**config.mk**
```make
export PLATFORM = sky130hd
export DESIGN_NAME = button_press_bank
export DESIGN_NICKNAME = d
export VERILOG_FILES = /design/src/rtl/button_press_bank_pkg.sv /design/src/rtl/button_channel.sv /design/src/rtl/button_press_bank.sv
export SDC_FILE = /design/constraint.sdc
export NUM_CORES = 1
export LEC_CHECK = 0
export BUFFER_PORTS_ARGS = -buffer_cell sky130_fd_sc_hd__buf_2
export CAP_MARGIN = 10
export CORE_MARGIN = 2
export CORE_UTILIZATION = 33
export DETAILED_ROUTE_END_ITERATION = 10
export PLACE_DENSITY_LB_ADDON = 0.1
export SLEW_MARGIN = 20
export SYNTH_ARGS = -nofsm -noshare
export SYNTH_HDL_FRONTEND = slang
export SYNTH_HIERARCHICAL = 1
export SYNTH_SLANG_ARGS = --single-unit
```
**constraint.sdc**
```tcl
create_clock -name clock -period 2 [get_ports clock]
set_clock_uncertainty 0.2 [all_clocks]
set_input_delay 0.1 -clock clock [delete_from_list [all_inputs] [get_ports clock]]
set_output_delay 0.1 -clock clock [all_outputs]
set_load 0.02 [all_outputs]
```
**src/rtl/button_press_bank_pkg.sv**
```systemverilog
// Shared state encodings and helpers for the debounced push-button bank.
package button_press_bank_pkg;

    localparam int STATE_W = 3;

    typedef enum logic [STATE_W-1:0] {
        BTN_UP      = 3'b000,
        DEBOUNCE_DN = 3'b001,
        BTN_PRESSED = 3'b010,
        WAIT_UP     = 3'b011,
        DEBOUNCE_UP = 3'b100
    } btn_state_t;

    function automatic int max_int(input int a, input int b);
        return (a > b) ? a : b;
    endfunction

endpackage

```
**src/rtl/button_channel.sv**
```systemverilog
// One button: 2-flop synchroniser, press/release debounce FSM,
// latched press event and optional auto-repeat while held.
module button_channel
    import button_press_bank_pkg::*;
#(
    parameter int DEBOUNCE_CYCLES = 4,
    parameter int REPEAT_EN       = 0,
    parameter int REPEAT_DELAY    = 8
) (
    input  logic clock,
    input  logic resetN,
    input  logic buttonDown,
    input  logic ackPress,
    output logic wasPressed
);

    localparam int CNT_MAX = max_int(DEBOUNCE_CYCLES, REPEAT_DELAY);
    localparam int CNT_W   = max_int($clog2(CNT_MAX), 1);
    localparam logic [CNT_W-1:0] DB_LAST  = CNT_W'(DEBOUNCE_CYCLES - 1);
    localparam logic [CNT_W-1:0] RPT_LAST = CNT_W'(REPEAT_DELAY - 1);
    localparam logic [CNT_W-1:0] CNT_SAT  = {CNT_W{1'b1}};
    localparam bit REPEAT_ON = (REPEAT_EN != 0);

    logic [1:0]       r_sync;
    btn_state_t       r_state;
    btn_state_t       w_state_nxt;
    logic [CNT_W-1:0] r_cnt;
    logic [CNT_W-1:0] w_cnt_nxt;
    logic             w_s;

    assign w_s = r_sync[1];

    always_ff @(posedge clock or negedge resetN) begin
        if (!resetN) begin
            r_sync  <= '0;
            r_state <= BTN_UP;
            r_cnt   <= '0;
        end else begin
            r_sync  <= {r_sync[0], buttonDown};
            r_state <= w_state_nxt;
            r_cnt   <= w_cnt_nxt;
        end
    end

    always_comb begin
        w_state_nxt = r_state;
        w_cnt_nxt   = r_cnt;
        unique case (r_state)
            BTN_UP: begin
                w_cnt_nxt = '0;
                if (w_s) w_state_nxt = DEBOUNCE_DN;
            end
            DEBOUNCE_DN: begin
                if (!w_s) begin
                    w_state_nxt = BTN_UP;
                    w_cnt_nxt   = '0;
                end else if (r_cnt == DB_LAST) begin
                    w_state_nxt = BTN_PRESSED;
                end else begin
                    w_cnt_nxt = r_cnt + 1'b1;
                end
            end
            // Event stays latched until acked, even if released.
            BTN_PRESSED: begin
                if (ackPress) begin
                    w_state_nxt = WAIT_UP;
                    w_cnt_nxt   = '0;
                end
            end
            WAIT_UP: begin
                if (!w_s) begin
                    w_state_nxt = DEBOUNCE_UP;
                    w_cnt_nxt   = '0;
                end else if (REPEAT_ON && r_cnt == RPT_LAST) begin
                    w_state_nxt = BTN_PRESSED;
                end else if (r_cnt != CNT_SAT) begin
                    w_cnt_nxt = r_cnt + 1'b1;
                end
            end
            DEBOUNCE_UP: begin
                if (w_s) begin
                    w_state_nxt = WAIT_UP;
                    w_cnt_nxt   = '0;
                end else if (r_cnt == DB_LAST) begin
                    w_state_nxt = BTN_UP;
                    w_cnt_nxt   = '0;
                end else begin
                    w_cnt_nxt = r_cnt + 1'b1;
                end
            end
            default: begin
                w_state_nxt = BTN_UP;
                w_cnt_nxt   = '0;
            end
        endcase
    end

    assign wasPressed = (r_state == BTN_PRESSED);

endmodule

```
**src/rtl/button_press_bank.sv**
```systemverilog
// Bank of debounced button channels with a lowest-index-wins
// priority encoder over the pending press flags.
module button_press_bank
    import button_press_bank_pkg::*;
#(
    parameter int NUM_BUTTONS     = 4,
    parameter int DEBOUNCE_CYCLES = 4,
    parameter int REPEAT_EN       = 0,
    parameter int REPEAT_DELAY    = 8,
    localparam int IDX_W          = max_int($clog2(NUM_BUTTONS), 1)
) (
    input  logic                   clock,
    input  logic                   resetN,
    input  logic [NUM_BUTTONS-1:0] buttonDown,
    input  logic [NUM_BUTTONS-1:0] ackPress,
    output logic [NUM_BUTTONS-1:0] wasPressed,
    output logic                   anyPressed,
    output logic [IDX_W-1:0]       pressedIndex
);

    logic [IDX_W-1:0] w_idx;

    for (genvar g = 0; g < NUM_BUTTONS; g++) begin : g_ch
        button_channel #(
            .DEBOUNCE_CYCLES(DEBOUNCE_CYCLES),
            .REPEAT_EN      (REPEAT_EN),
            .REPEAT_DELAY   (REPEAT_DELAY)
        ) u_ch (
            .clock     (clock),
            .resetN    (resetN),
            .buttonDown(buttonDown[g]),
            .ackPress  (ackPress[g]),
            .wasPressed(wasPressed[g])
        );
    end

    assign anyPressed = |wasPressed;

    // Scan high to low so the lowest pending index is written last.
    always_comb begin
        w_idx = '0;
        for (int i = NUM_BUTTONS - 1; i >= 0; i--) begin
            if (wasPressed[i]) w_idx = IDX_W'(i);
        end
    end

    assign pressedIndex = w_idx;

endmodule

```
== Word-level counts from Yosys, hierarchy flattened ==
Index checks and enable logic that the tools add are counted.

* Bits in registers: 32
* Output and inout port bits: 7

* Add/sub/neg operators: 4
* Equality and inequality tests: 52
* Multiplexer cells: 68
* Reduce and logical (&&, ||, !) cells: 13

{| class="wikitable"
|+ Operator list
! kind !! number
|-
| 3-bit 2-to-1 mux || 56
|-
| 3-bit case mux with 5 select lines || 4
|-
| 3-bit inequality test (second input constant) || 16
|-
| 3-bit case mux with 4 select lines || 4
|-
| 3-bit by 2-bit == test with 1-bit output (second input constant) || 12
|-
| 5-bit AND reduction || 4
|-
| 2-bit inequality test (second input constant) || 8
|-
| 3-bit by 1-bit adder with 3-bit output (second input constant) || 4
|-
| 3-bit by 1-bit == test with 1-bit output (second input constant) || 4
|-
| 3-bit == test (second input constant) || 4
|-
| 3-bit zero test || 4
|-
| 3-bit by 1-bit inequality test with 1-bit output (second input constant) || 4
|-
| 3-bit AND reduction || 4
|-
| 2-bit 2-to-1 mux || 4
|-
| 2-bit by 1-bit inequality test with 1-bit output (second input constant) || 4
|-
| 4-bit OR reduction || 1
|}

== Depth between registers and ports, before layout ==
* Word-level depth: 5
* Depth in mapped cells: 6
* Depth with buffers taken out: 6

== Hierarchy ==
The synthesis kept the hierarchy.

{| class="wikitable"
|+ Modules (own cells, without submodules)
! module !! times used !! cells an instance !! area an instance (um2)
|-
| button_channel (g_ch[0].u_ch ...) || 3 || 49 || 511.7
|-
| button_channel (g_ch[3].u_ch) || 1 || 44 || 466.7
|-
| button_press_bank || 1 || 7 || 35.0
|}

== Worst setup path after synthesis ==
No wires, ideal clock.

* Kind: flip-flop to output port
* Start point: reg g_ch[2].u_ch.r_state[2]
* End point: out pressedIndex[1]
* Data arrival time: 1556 ps
* Data required time: 1700 ps
* Path slack: 144 ps
* Cell stages (with the launch flop): 6
* Path buffers: 1
* Cells stage by stage: dfrtp_1 buf_6 nand2b_4 nor2_1 nor2_1 nor3_1

* Longest elaborated chain between the ends: 4

{| class="wikitable"
|+ Ends and longest elaborated chain
! item !! RTL line !! RTL
|-
| start: declaration || button_channel.sv:25 || <nowiki>btn_state_t r_state;</nowiki>
|-
| start signal: assignment || button_channel.sv:40 || <nowiki>r_state <= w_state_nxt;</nowiki>
|-
| 3-bit by 2-bit == test with 1-bit output || button_channel.sv:98 || <nowiki>assign wasPressed = (r_state == BTN_PRESSED);</nowiki>
|-
| net wasPressed[2] || button_press_bank.sv:16 || <nowiki>output logic [NUM_BUTTONS-1:0] wasPressed,</nowiki>
|-
| 2-bit 2-to-1 mux (3 in series) || button_press_bank.sv:43 || <nowiki>if (wasPressed[i]) w_idx = IDX_W'(i);</nowiki>
|-
| end: declaration || button_press_bank.sv:18 || <nowiki>output logic [IDX_W-1:0] pressedIndex</nowiki>
|}

The timed path passes the listed nets, and every way through them passes these cells.

== Final worst setup path ==
* Start point: reg g_ch[0].u_ch.r_state[2]
* End point: out anyPressed

* Longest elaborated chain between the ends: 2

{| class="wikitable"
|+ Ends and longest elaborated chain
! item !! RTL line !! RTL
|-
| start: declaration || button_channel.sv:25 ||
|-
| start signal: assignment || button_channel.sv:40 ||
|-
| 3-bit by 2-bit == test with 1-bit output || button_channel.sv:98 ||
|-
| 4-bit OR reduction || button_press_bank.sv:37 || <nowiki>assign anyPressed = |wasPressed;</nowiki>
|-
| end: declaration || button_press_bank.sv:17 || <nowiki>output logic anyPressed,</nowiki>
|}

Every way passes these cells.

==> summary.md <==
| Metric | Value |
|---|---|
| R2R cell count | 4 |
| Detailed placement HPWL | 2750 um |
| Crit path largest cell delay | 0.46 ns |
| Critical Path Source | g_ch[0].u_ch/r_state[2] |
| Slew margin rel. | 51.4% |
| Via density per instance | 4.96 |
| Fin cells | 293 |
| IO Count | 17 |
| Post-synthesis adder-cell area fraction | 7.37% |
| Routed Antenna Nets | 0 |
| Worst slew pin tran | 0.728 ns |
| Clock tree sinks | 32 |
| Clock network power share | 18.3% |
| Starting Density | 34.2% |
| Final Hold Fails | 0 |
| CTS tree | done |
| R2r setup slk | 0.34 ns |
| Die width | 82.6 um |
| Crit path top cell by count | nor2_1 |
| Final Max Tran Viols | 0 |
| Met3 usage | 3.59% |
| DRC violations left | 0 |
| Worst-path fanout max | 9 |
| Period utilisation layout | 93.5% |
| Compound-Gate Fraction of Synth Area | 15.0% |
| Largest net degree at the start of global routing | 33 |
| Sequential share of power | 41.4% |
| Kind of critical path | flop to primary output |
| Synth Area in XOR/XNOR | 1.72% |
| Int Pwr | 1.61 mW |
| FF+latch count, synth | 32 |
| Peak supply drop | 434 uV |
| Max Freq | 535 MHz |
| Grt total ovfl | 0 |
| Syn nets | 220 |
| Core area | 5960 um^2 |
| CTS buffer count | 5 |
| # nets final | 239 |
| Syn-to-layout area delta | 12.1% |
| Final setup violation count | 0 |
| Num rows | 28 |
| Clk pin slew, worst setup/hold paths | 0.06 ns |
| Routed length per instance | 12.8 um |
| MaxCap Viol Count | 0 |
| Share of layout cells above drive strength 1 | 24.3% |
| Top cell type's share of synthesized area | 39.3% |
| M1 GR Usage | 17.9% |
| Pwr per Cell Area | 1200 nW/um^2 |
| NetSw | 1.12 mW |
| Worst Hold Class | input pin to flop |
| Endpoint class of the critical path | primary output |
| Lkg Pwr | 0.982 nW |
| Register area share after synthesis | 39.3% |
| Total die area | 6820 um^2 |
| Post-synthesis mux area share | 9.40% |
| Mapped Area | 2040 um^2 |
| DR pass1 iterations | 5 |
| Drt first-iter violations | 45 |
| Worst-skew pair later-pin latency | 0.28 ns |
| Outcome | completed |
| Synth area leader | dfrtp_1 |
| YS warnings | 6 |
| CP max-delay cell | dfrtp_1 |
| First-pass GRT wire length | 6420 um |
| Via count | 1452 |
| Initial antenna violation count | 0 |
| H-tree lvl count | 2 |
| Post-Syn Instances | 198 |
| Net Sw Frac | 41.1% |
| Worst setup endpoint | anyPressed |
| Clock root cell | clkbuf_8 |
| Gate power share | 40.3% |
| Placer Congestion | 0.836 |
| DP Cell Count | 279 |
| Hold Crit Depth | 4 |
| Largest family of logic cells by synthesized area | simple AND/OR/NAND/NOR gates |
| Post-route minimum period | 1.87 ns |
| WP data required | 1.70 ns |
| WL final | 3750 um |
| Area contributors post-synth | dfrtp_1 (39%), mux2_4 (8.8%), ha_1 (7.4%), nand2_1 (4.6%), buf_6 (3.3%) |
| Reg-to-reg endpoint | g_ch[1].u_ch/r_cnt[1] |
| GRT Util Overall | 12.5% |
| Crit path launch type | flop |
| Cell variety after synth | 31 |
| # fillers | 599 |
| R2R Path Start | g_ch[1].u_ch/r_state[0] |
| Clock buffer depth | 2 |
| Number of global-route vias before repair | 1374 |
| Arrival time at the worst endpoint | 1.57 ns |
| GR Util met2 | 18.0% |
| Synth Area in Simple Gates | 19.3% |
| Busiest grt layer | met2 |
| Mean Syn Cell Area | 10.3 um^2 |
| Number of port buffers | 16 |
| Height of the chip | 82.6 um |
| Critical-path cell list | nand2b_4, nor2_1, nor2_1, nand2_1, buf_2 |
| RSZ-0062 raised after global routing | no |
| Total negative slack | 0 ns |
| Antenna Cells | 0 |
## cells by family after synthesis
kind of cell               count (synthesis)
and+or+nand+nor                           69
xor gates and xnor gates                   4
DFF                                       32
AOI/OAI and AO/OA                         41
buffers and inverters                     27
muxes                                     13
adders and majority gates                 12
## stage by stage
step	power, mW	area, um^2	util [%]	hold WS [ns]	worst slack [ns]
floorplan	2.06	2040	-	-0.396	0.144
global placement	2.19	2120	35.5	0.00280	0.244
detailed placement	2.20	2120	35.5	0.00936	0.225
CTS	2.74	2270	38.0	0.0340	0.000652
global route	2.96	2280	38.3	0.0487	0.0353
finish	2.73	2280	38.3	0.0339	0.131
## worst min path at each step
stage	from	end	slack (ns)
after global routing	ackPress[1]	g_ch[1].u_ch/r_state[0]	0.05
after floorplan	resetN	g_ch[0].u_ch/r_cnt[0]	-0.40
after detailed placement	resetN	g_ch[0].u_ch/r_cnt[1]	0.009
after CTS	ackPress[1]	g_ch[1].u_ch/r_state[0]	0.03
after global placement	resetN	g_ch[0].u_ch/r_cnt[2]	0.003
final	ackPress[1]	g_ch[1].u_ch/r_state[0]	0.03
## power groups by stage
stage	Combinational [mW]	Sequential [mW]	Clock [mW]
6_report	1.10	1.13	0.501
5_1_grt	1.22	1.17	0.571
4_1_cts	1.09	1.11	0.533
3_5_place_dp	1.08	1.12	0
3_3_place_gp	1.07	1.11	0
2_1_floorplan	1.15	0.909	0
## flip-flops by register name, indices dropped and copies added (netlist names)
signal / count
g_ch.u_ch/r_cnt: 12
g_ch.u_ch/r_state: 12
g_ch.u_ch/r_sync: 8
## layout make-up
| type | instances | area (um^2) | area share, % |
|---|---|---|---|
| Multi-Input combinational cell | 139 | 1090 | 47.8 |
| Sequential cell | 32 | 805 | 35.2 |
| Timing Repair Buffer | 22 | 140 | 6.14 |
| Tap cell | 75 | 93.8 | 4.11 |
| Clock buffer | 8 | 90.1 | 3.95 |
| Inverter | 17 | 63.8 | 2.79 |
## critical path, delay by kind of cell (launching register included)
family,cells,cell delay [ns]
AND/OR/NAND/NOR,4,0.67
flip-flops,1,0.46
buffers and inverters,1,0.16
## layout by cell type (no fill, tap or decap), types with 4 or more instances in the layout
cell,n
a21oi_1,8
a31oi_1,4
and3b_1,4
buf_2,16
clkbuf_8,6
dfrtp_1,29
dlygate4sd3_1,6
ha_1,12
inv_1,17
mux2_4,12
nand2_1,25
nand2b_1,5
nand3_1,5
nand4_1,6
nor2_1,10
o21ai_0,13
o32ai_1,4
xnor2_1,4
## synth_stat cells
cell and n:
dfrtp_1 32, inv_1 17, nor3_1 1, nor2_1 11
a21oi_2 1, a32o_2 1, ha_1 12, o21ai_0 13
nor3b_2 2, nand3b_1 3, buf_2 1, nor2b_1 1
mux2_4 12, o32ai_1 4, nand4_1 6, o31ai_4 3
buf_6 6, a22o_1 1, o22a_1 3, nand2_1 25
and3b_1 4, nand3_1 5, nand3_2 3, a21oi_1 8
a31oi_1 4, xnor2_1 4, mux2_2 1, buf_4 3
nand2b_1 5, nand2b_4 3, o21a_1 3
## layer usage
metal / part of all wire (%) / up-vias
met5: 0 / -
met4: 1.4 / 0
met3: 3.8 / 6
met2: 42 / 22
met1: 53 / 699
li1: - / 725
## what timing repair did
item                       CTS  global route
gates resized for setup      0             6
hold buffers                 6             0
buffers inserted             0             0
hold endpoints to repair    37             0
setup endpoints to repair    0             2
Note: power is estimated with default switching activity, not from simulation.
